`src/rtl/rvvi_depacketizer.sv`:
```
// Receive side of the RVVI trace link: strips a 4-word Ethernet header and reassembles one trace record.
// Optional EtherType filtering is enabled by defining RVVI_DEPACKETIZER_ETHERTYPE_CHECK_EN.
//
// state     | meaning
// ----------+-------------------------------------------------------------
// S_HEADER  | counting header beats 0..3
// S_PAYLOAD | storing payload beat word_cnt_q into the shadow record
// S_DISCARD | dropping beats of a rejected frame until its last beat
// S_HOLD    | record presented on valid/ready, input stream stalled
module rvvi_depacketizer #(
  parameter int          XLEN          = 64,
  parameter int          MAX_CSRS      = 5,
  parameter logic [15:0] ETHER_TYPE    = 16'h005C,
  localparam int         RVVI_W        = 72 + 5*XLEN + MAX_CSRS*(XLEN+16),
  localparam int         PAYLOAD_WORDS = (RVVI_W + 31) / 32
) (
  input  logic              m_axi_aclk,
  input  logic              m_axi_aresetn,
  input  logic [31:0]       RvviAxiRdata,
  input  logic [3:0]        RvviAxiRkeep,
  input  logic              RvviAxiRvalid,
  input  logic              RvviAxiRlast,
  output logic              RvviAxiRready,
  output logic              valid,
  input  logic              ready,
  output logic [RVVI_W-1:0] rvvi,
  output logic [31:0]       GoodFrameCount,
  output logic [31:0]       BadFrameCount
);

  localparam int WC_W  = (PAYLOAD_WORDS > 4) ? $clog2(PAYLOAD_WORDS) : 2;
  localparam int SH_IW = $clog2(RVVI_W);

  typedef enum logic [1:0] {
    S_HEADER,
    S_PAYLOAD,
    S_DISCARD,
    S_HOLD
  } state_t;

  state_t            state_q;
  logic [WC_W-1:0]   word_cnt_q;
  logic [WC_W-1:0]   word_cnt_d;
  logic              valid_q;
  logic              rready_q;
  logic [RVVI_W-1:0] shadow_q;
  logic [31:0]       good_cnt_q;
  logic [31:0]       good_cnt_d;
  logic [31:0]       bad_cnt_q;
  logic [31:0]       bad_cnt_d;

  logic beat_ok;
  logic hdr_last_word;
  logic pl_last_word;
  logic type_ok;
  logic unused_keep;

  assign unused_keep   = ^RvviAxiRkeep;
  assign beat_ok       = RvviAxiRvalid & rready_q;
  assign hdr_last_word = (word_cnt_q == WC_W'(3));
  assign pl_last_word  = (word_cnt_q == WC_W'(PAYLOAD_WORDS - 1));
  assign word_cnt_d    = word_cnt_q + WC_W'(1);
  assign good_cnt_d    = good_cnt_q + 32'd1;
  assign bad_cnt_d     = bad_cnt_q + 32'd1;

`ifdef RVVI_DEPACKETIZER_ETHERTYPE_CHECK_EN
  // EtherType travels big-endian on the wire: MSB lands in byte 0 of word 3.
  assign type_ok = ({RvviAxiRdata[7:0], RvviAxiRdata[15:8]} == ETHER_TYPE);
`else
  logic [15:0] unused_ether_type;
  assign unused_ether_type = ETHER_TYPE;
  assign type_ok           = 1'b1;
`endif

  always_ff @(posedge m_axi_aclk or negedge m_axi_aresetn) begin
    if (!m_axi_aresetn) begin
      state_q    <= S_HEADER;
      word_cnt_q <= '0;
      valid_q    <= 1'b0;
      rready_q   <= 1'b1;
      shadow_q   <= '0;
      good_cnt_q <= '0;
      bad_cnt_q  <= '0;
    end else begin
      case (state_q)
        S_HEADER: begin
          if (beat_ok) begin
            if (RvviAxiRlast) begin
              bad_cnt_q  <= bad_cnt_d;
              word_cnt_q <= '0;
            end else if (hdr_last_word) begin
              word_cnt_q <= '0;
              state_q    <= type_ok ? S_PAYLOAD : S_DISCARD;
            end else begin
              word_cnt_q <= word_cnt_d;
            end
          end
        end

        S_PAYLOAD: begin
          if (beat_ok) begin
            // Bits of the final word beyond RVVI_W simply have no home.
            for (int b = 0; b < RVVI_W; b++) begin
              if (word_cnt_q == WC_W'(b / 32)) begin
                shadow_q[SH_IW'(b)] <= RvviAxiRdata[5'(b % 32)];
              end
            end
            if (RvviAxiRlast) begin
              word_cnt_q <= '0;
              if (pl_last_word) begin
                state_q  <= S_HOLD;
                valid_q  <= 1'b1;
                rready_q <= 1'b0;
              end else begin
                state_q   <= S_HEADER;
                bad_cnt_q <= bad_cnt_d;
              end
            end else if (pl_last_word) begin
              word_cnt_q <= '0;
              state_q    <= S_DISCARD;
            end else begin
              word_cnt_q <= word_cnt_d;
            end
          end
        end

        S_DISCARD: begin
          if (beat_ok && RvviAxiRlast) begin
            bad_cnt_q <= bad_cnt_d;
            state_q   <= S_HEADER;
          end
        end

        S_HOLD: begin
          if (ready) begin
            good_cnt_q <= good_cnt_d;
            valid_q    <= 1'b0;
            rready_q   <= 1'b1;
            state_q    <= S_HEADER;
          end
        end

        default: begin
          state_q    <= S_HEADER;
          word_cnt_q <= '0;
          valid_q    <= 1'b0;
          rready_q   <= 1'b1;
        end
      endcase
    end
  end

  assign RvviAxiRready  = rready_q;
  assign valid          = valid_q;
  assign rvvi           = shadow_q;
  assign GoodFrameCount = good_cnt_q;
  assign BadFrameCount  = bad_cnt_q;

endmodule

```
`config.mk`:
```
export PLATFORM = sky130hd
export DESIGN_NAME = rvvi_depacketizer
export DESIGN_NICKNAME = d
export VERILOG_FILES = /design/src/rtl/rvvi_depacketizer.sv
export SDC_FILE = /design/constraint.sdc
export NUM_CORES = 1
export LEC_CHECK = 0
export ABC_AREA = 1
export BUFFER_PORTS_ARGS = -buffer_cell sky130_fd_sc_hd__buf_2
export CORE_AREA = 2 2 351 353
export DETAILED_ROUTE_END_ITERATION = 16
export DIE_AREA = 0 0 353 355
export SYNTH_ARGS = -nofsm -noshare
export SYNTH_HDL_FRONTEND = slang
export SYNTH_SLANG_ARGS = --single-unit
```
`constraint.sdc`:
```
create_clock -name m_axi_aclk -period 4.5 [get_ports m_axi_aclk]
set_input_delay 0.45 -clock m_axi_aclk [delete_from_list [all_inputs] [get_ports m_axi_aclk]]
set_output_delay 0.45 -clock m_axi_aclk [all_outputs]
set_load 0.005 [all_outputs]
```
==> impl_metrics.ini <==
[sta]
period_minus_slack_ns = 2.99
slew_headroom = 0.244
worstMarginPinSlew_ns = 1.13
slew_viol_final = 0
post-route-period-util = 0.665
rsz0062_at_grt = false
finalSetupViolations = 0
hold_viol_final = 0
setup_tns_ns = 0
fmax_mhz = 334
finClkSkew_ns = 0.0476
hold_ws_ns = 0.0995

[global_routing]
grt.total_usage = 0.0799
overflow = 0
grt_pass1_vias = 10900
grt_antenna_before_repair = 5
grt_max_degree = 104
grt_pass1_wl_mm = 74.4

[logic_synthesis]
yosysWarnings = 280
syn_area_um2 = 17700
syn_inst = 2028
syn_avg_cell_area_um2 = 8.74
synth-seq-cells = 329
ys_top_cells_by_area = dfrtp_1 (46%), buf_4 (23%), nand2_1 (10%)
async_reset_ff_frac = 1.00
yosys.area.top_type_share = 0.463
yosysUniqueCellTypes = 32
yosysTopAreaCell = dfrtp_1
synth-edff-count = 0
ys.flop_type = dfrtp_1
synth_seq_area_share = 0.464

[floorplanning]
dieHeight_um = 355
dieArea_um2 = 125000
core_um2 = 121000
row_count = 128
start_util = 0.146
ioPinCount = 899
die_w_um = 353

[clock_network]
cts_max_level = 2
cts_tree = built
cts_resized = 0
cts-root-buf = clkbuf_16
cts_setup_buffers = 0
cts_inserted_buffers = 40
clk_path_buf_depth = 3
cts_hold_buf = 1
insertion_delay_ns = 0.61
numClockSinks = 329
clk_pin_slew_ns = 0.07

[route]
dr.pass1.iters = 5
drc = 0
num_vias = 12400
drt_iter0_drc = 601
routed_wl_mm = 53.4
wl_per_cell_um = 13.3
drtAntennaViolNets = 0
viasPerCell = 3.11

[place]
port_buffers = 342
gp_congestion = 0.813
dpl_cell_area_um2 = 19200
dp_hpwl_mm = 41.0

[setup_path]
r2r_slack_ns = 1.51
arrival_ns = 3.39
r2r_cells = 9
critPathMaxFanout = 38
r2r_end = BadFrameCount[9]
cp_data_required_time_ns = 4.90
endpoint_kind = register
start_kind = register
critical_path_class = register to register
rr_startpoint = word_cnt_q[0]

[final_layout]
fin_area_um2 = 20600
fin_nets = 2399
syn2layout_area_growth_pct = 16.0
drive_gt1_frac = 0.180

[pwr]
p_sw_uw = 1650
seqPwrFrac = 0.452
p_leak_uw = 0.0115
power_density_nw_per_um2 = 318
pwr-share-comb = 0.039
clockPowerShare = 0.509
p_int_uw = 4890
peakVddDrop_mv = 0.241
power_uw = 6550
swShare = 0.253

[hold_path]
worstHoldPathType = primary input to register
min_to = rvvi[163]
min-delay-start = RvviAxiRdata[3]
worstHoldPathCells = 3

[run_status]
status = finished clean

[run]
max-cap-violations = 0
==> Yosys cell counts, drive strengths merged (12+ instances only) <==
cell type	count
buf	559
nand2	473
dfrtp	328
o21ai	225
inv	129
nor2	97
mux2i	48
clkbuf	44
nand3	40
xor2	19
nand3b	15
nand4	14
nor3	12
xnor2	12
==> worst max-delay path: stages (launching register included) <==
cell     delay (ns)
dfrtp_1        0.41
inv_1          0.13
ha_1           0.19
nand4_1        0.33
nand2_1        0.15
nand2_1        0.09
nand2_2        0.45
inv_1          0.69
nand2_1        0.21
o21ai_0        0.10
==> how the worst max path moves through the flow <==
stage,slack (ns),endpoint,cells past startpoint,from
global placement,1.53,BadFrameCount[25],10,word_cnt_q[0]
detailed placement,1.52,BadFrameCount[9],9,word_cnt_q[0]
floorplan,2.82,rvvi[133],8,word_cnt_q[0]
CTS,1.47,BadFrameCount[9],9,word_cnt_q[0]
finish,1.51,BadFrameCount[9],9,word_cnt_q[0]
global route,1.19,BadFrameCount[18],10,word_cnt_q[0]
==> sequential cells by signal, indices dropped and copies added (netlist names) <==
name	flops
state_q	2
GoodFrameCount	32
rvvi	256
word_cnt_q	5
BadFrameCount	32
RvviAxiRready	1
valid	1
==> metal layers <==
metal | up-vias | share of wire | GRT usage
met3 | 77 | 0.12 | 0.0416
met5 | - | 0.00052 | 0
met1 | 5866 | 0.42 | 0.100
met4 | 4 | 0.023 | 0.0220
li1 | 5926 | - | -
met2 | 563 | 0.44 | 0.119
==> cell type report <==
| type | instances | area [um2] |
|---|---|---|
| clock inverter | 16 | 211 |
| clock buffer | 52 | 1110 |
| sequential | 329 | 8230 |
| antenna | 1 | 2.50 |
| timing repair buffer | 349 | 1800 |
| fill | 13800 | 101000 |
| multi-input combinational | 1502 | 6700 |
| tap | 1625 | 2030 |
| inverter | 129 | 484 |
==> per-stage QoR <==
stage | setup slack, ns | instances | utilization
3_3_place_gp | 1.53 | 3933 | 0.159
2_1_floorplan | 2.82 | 2563 | -
5_1_grt | 1.19 | 4002 | 0.169
3_5_place_dp | 1.52 | 3933 | 0.159
4_1_cts | 1.47 | 4002 | 0.169
6_report | 1.51 | 4003 | 0.169
==> cells in the final DEF, fill, tap and decap left out, types with 4 or more instances in the layout <==
| cell | instances |
|---|---|
| clkbuf_8 | 6 |
| ha_1 | 7 |
| conb_1 | 536 |
| nand3_1 | 36 |
| xnor2_1 | 12 |
| nand4_2 | 4 |
| nand2_1 | 471 |
| nor3_1 | 10 |
| o21ai_0 | 224 |
| clkinv_2 | 5 |
| xor2_1 | 19 |
| clkbuf_1 | 6 |
| buf_2 | 341 |
| nand4_1 | 10 |
| mux2i_1 | 48 |
| nor2_1 | 92 |
| dfrtp_1 | 328 |
| buf_4 | 4 |
| nand3b_1 | 15 |
| clkbuf_16 | 40 |
| inv_1 | 128 |
==> power by group through the flow <==
| stage | combinational [uW] | clock (uW) | sequential, uW |
|---|---|---|---|
| 2_1_floorplan | 456 | 0 | 3010 |
| 3_3_place_gp | 254 | 0 | 3010 |
| 3_5_place_dp | 254 | 0 | 3010 |
| 4_1_cts | 255 | 3480 | 2960 |
| 5_1_grt | 298 | 3580 | 2960 |
| 6_report | 257 | 3330 | 2960 |
==> kinds of logic (layout without fill, tap and decap cells) <==
kind of cell,Yosys count,after routing,share of synthesized area
buffers and inverters,732,546,0.271
and+or+nand+nor,651,651,0.152
DFF,329,329,0.464
AOI/OAI and AO/OA,229,229,0.0650
muxes,48,48,0.0271
xor gates and xnor gates,31,31,0.0153
adders and majority gates,7,7,0.00494
other,1,537,0.000211
(Power assumes the default switching activity.)
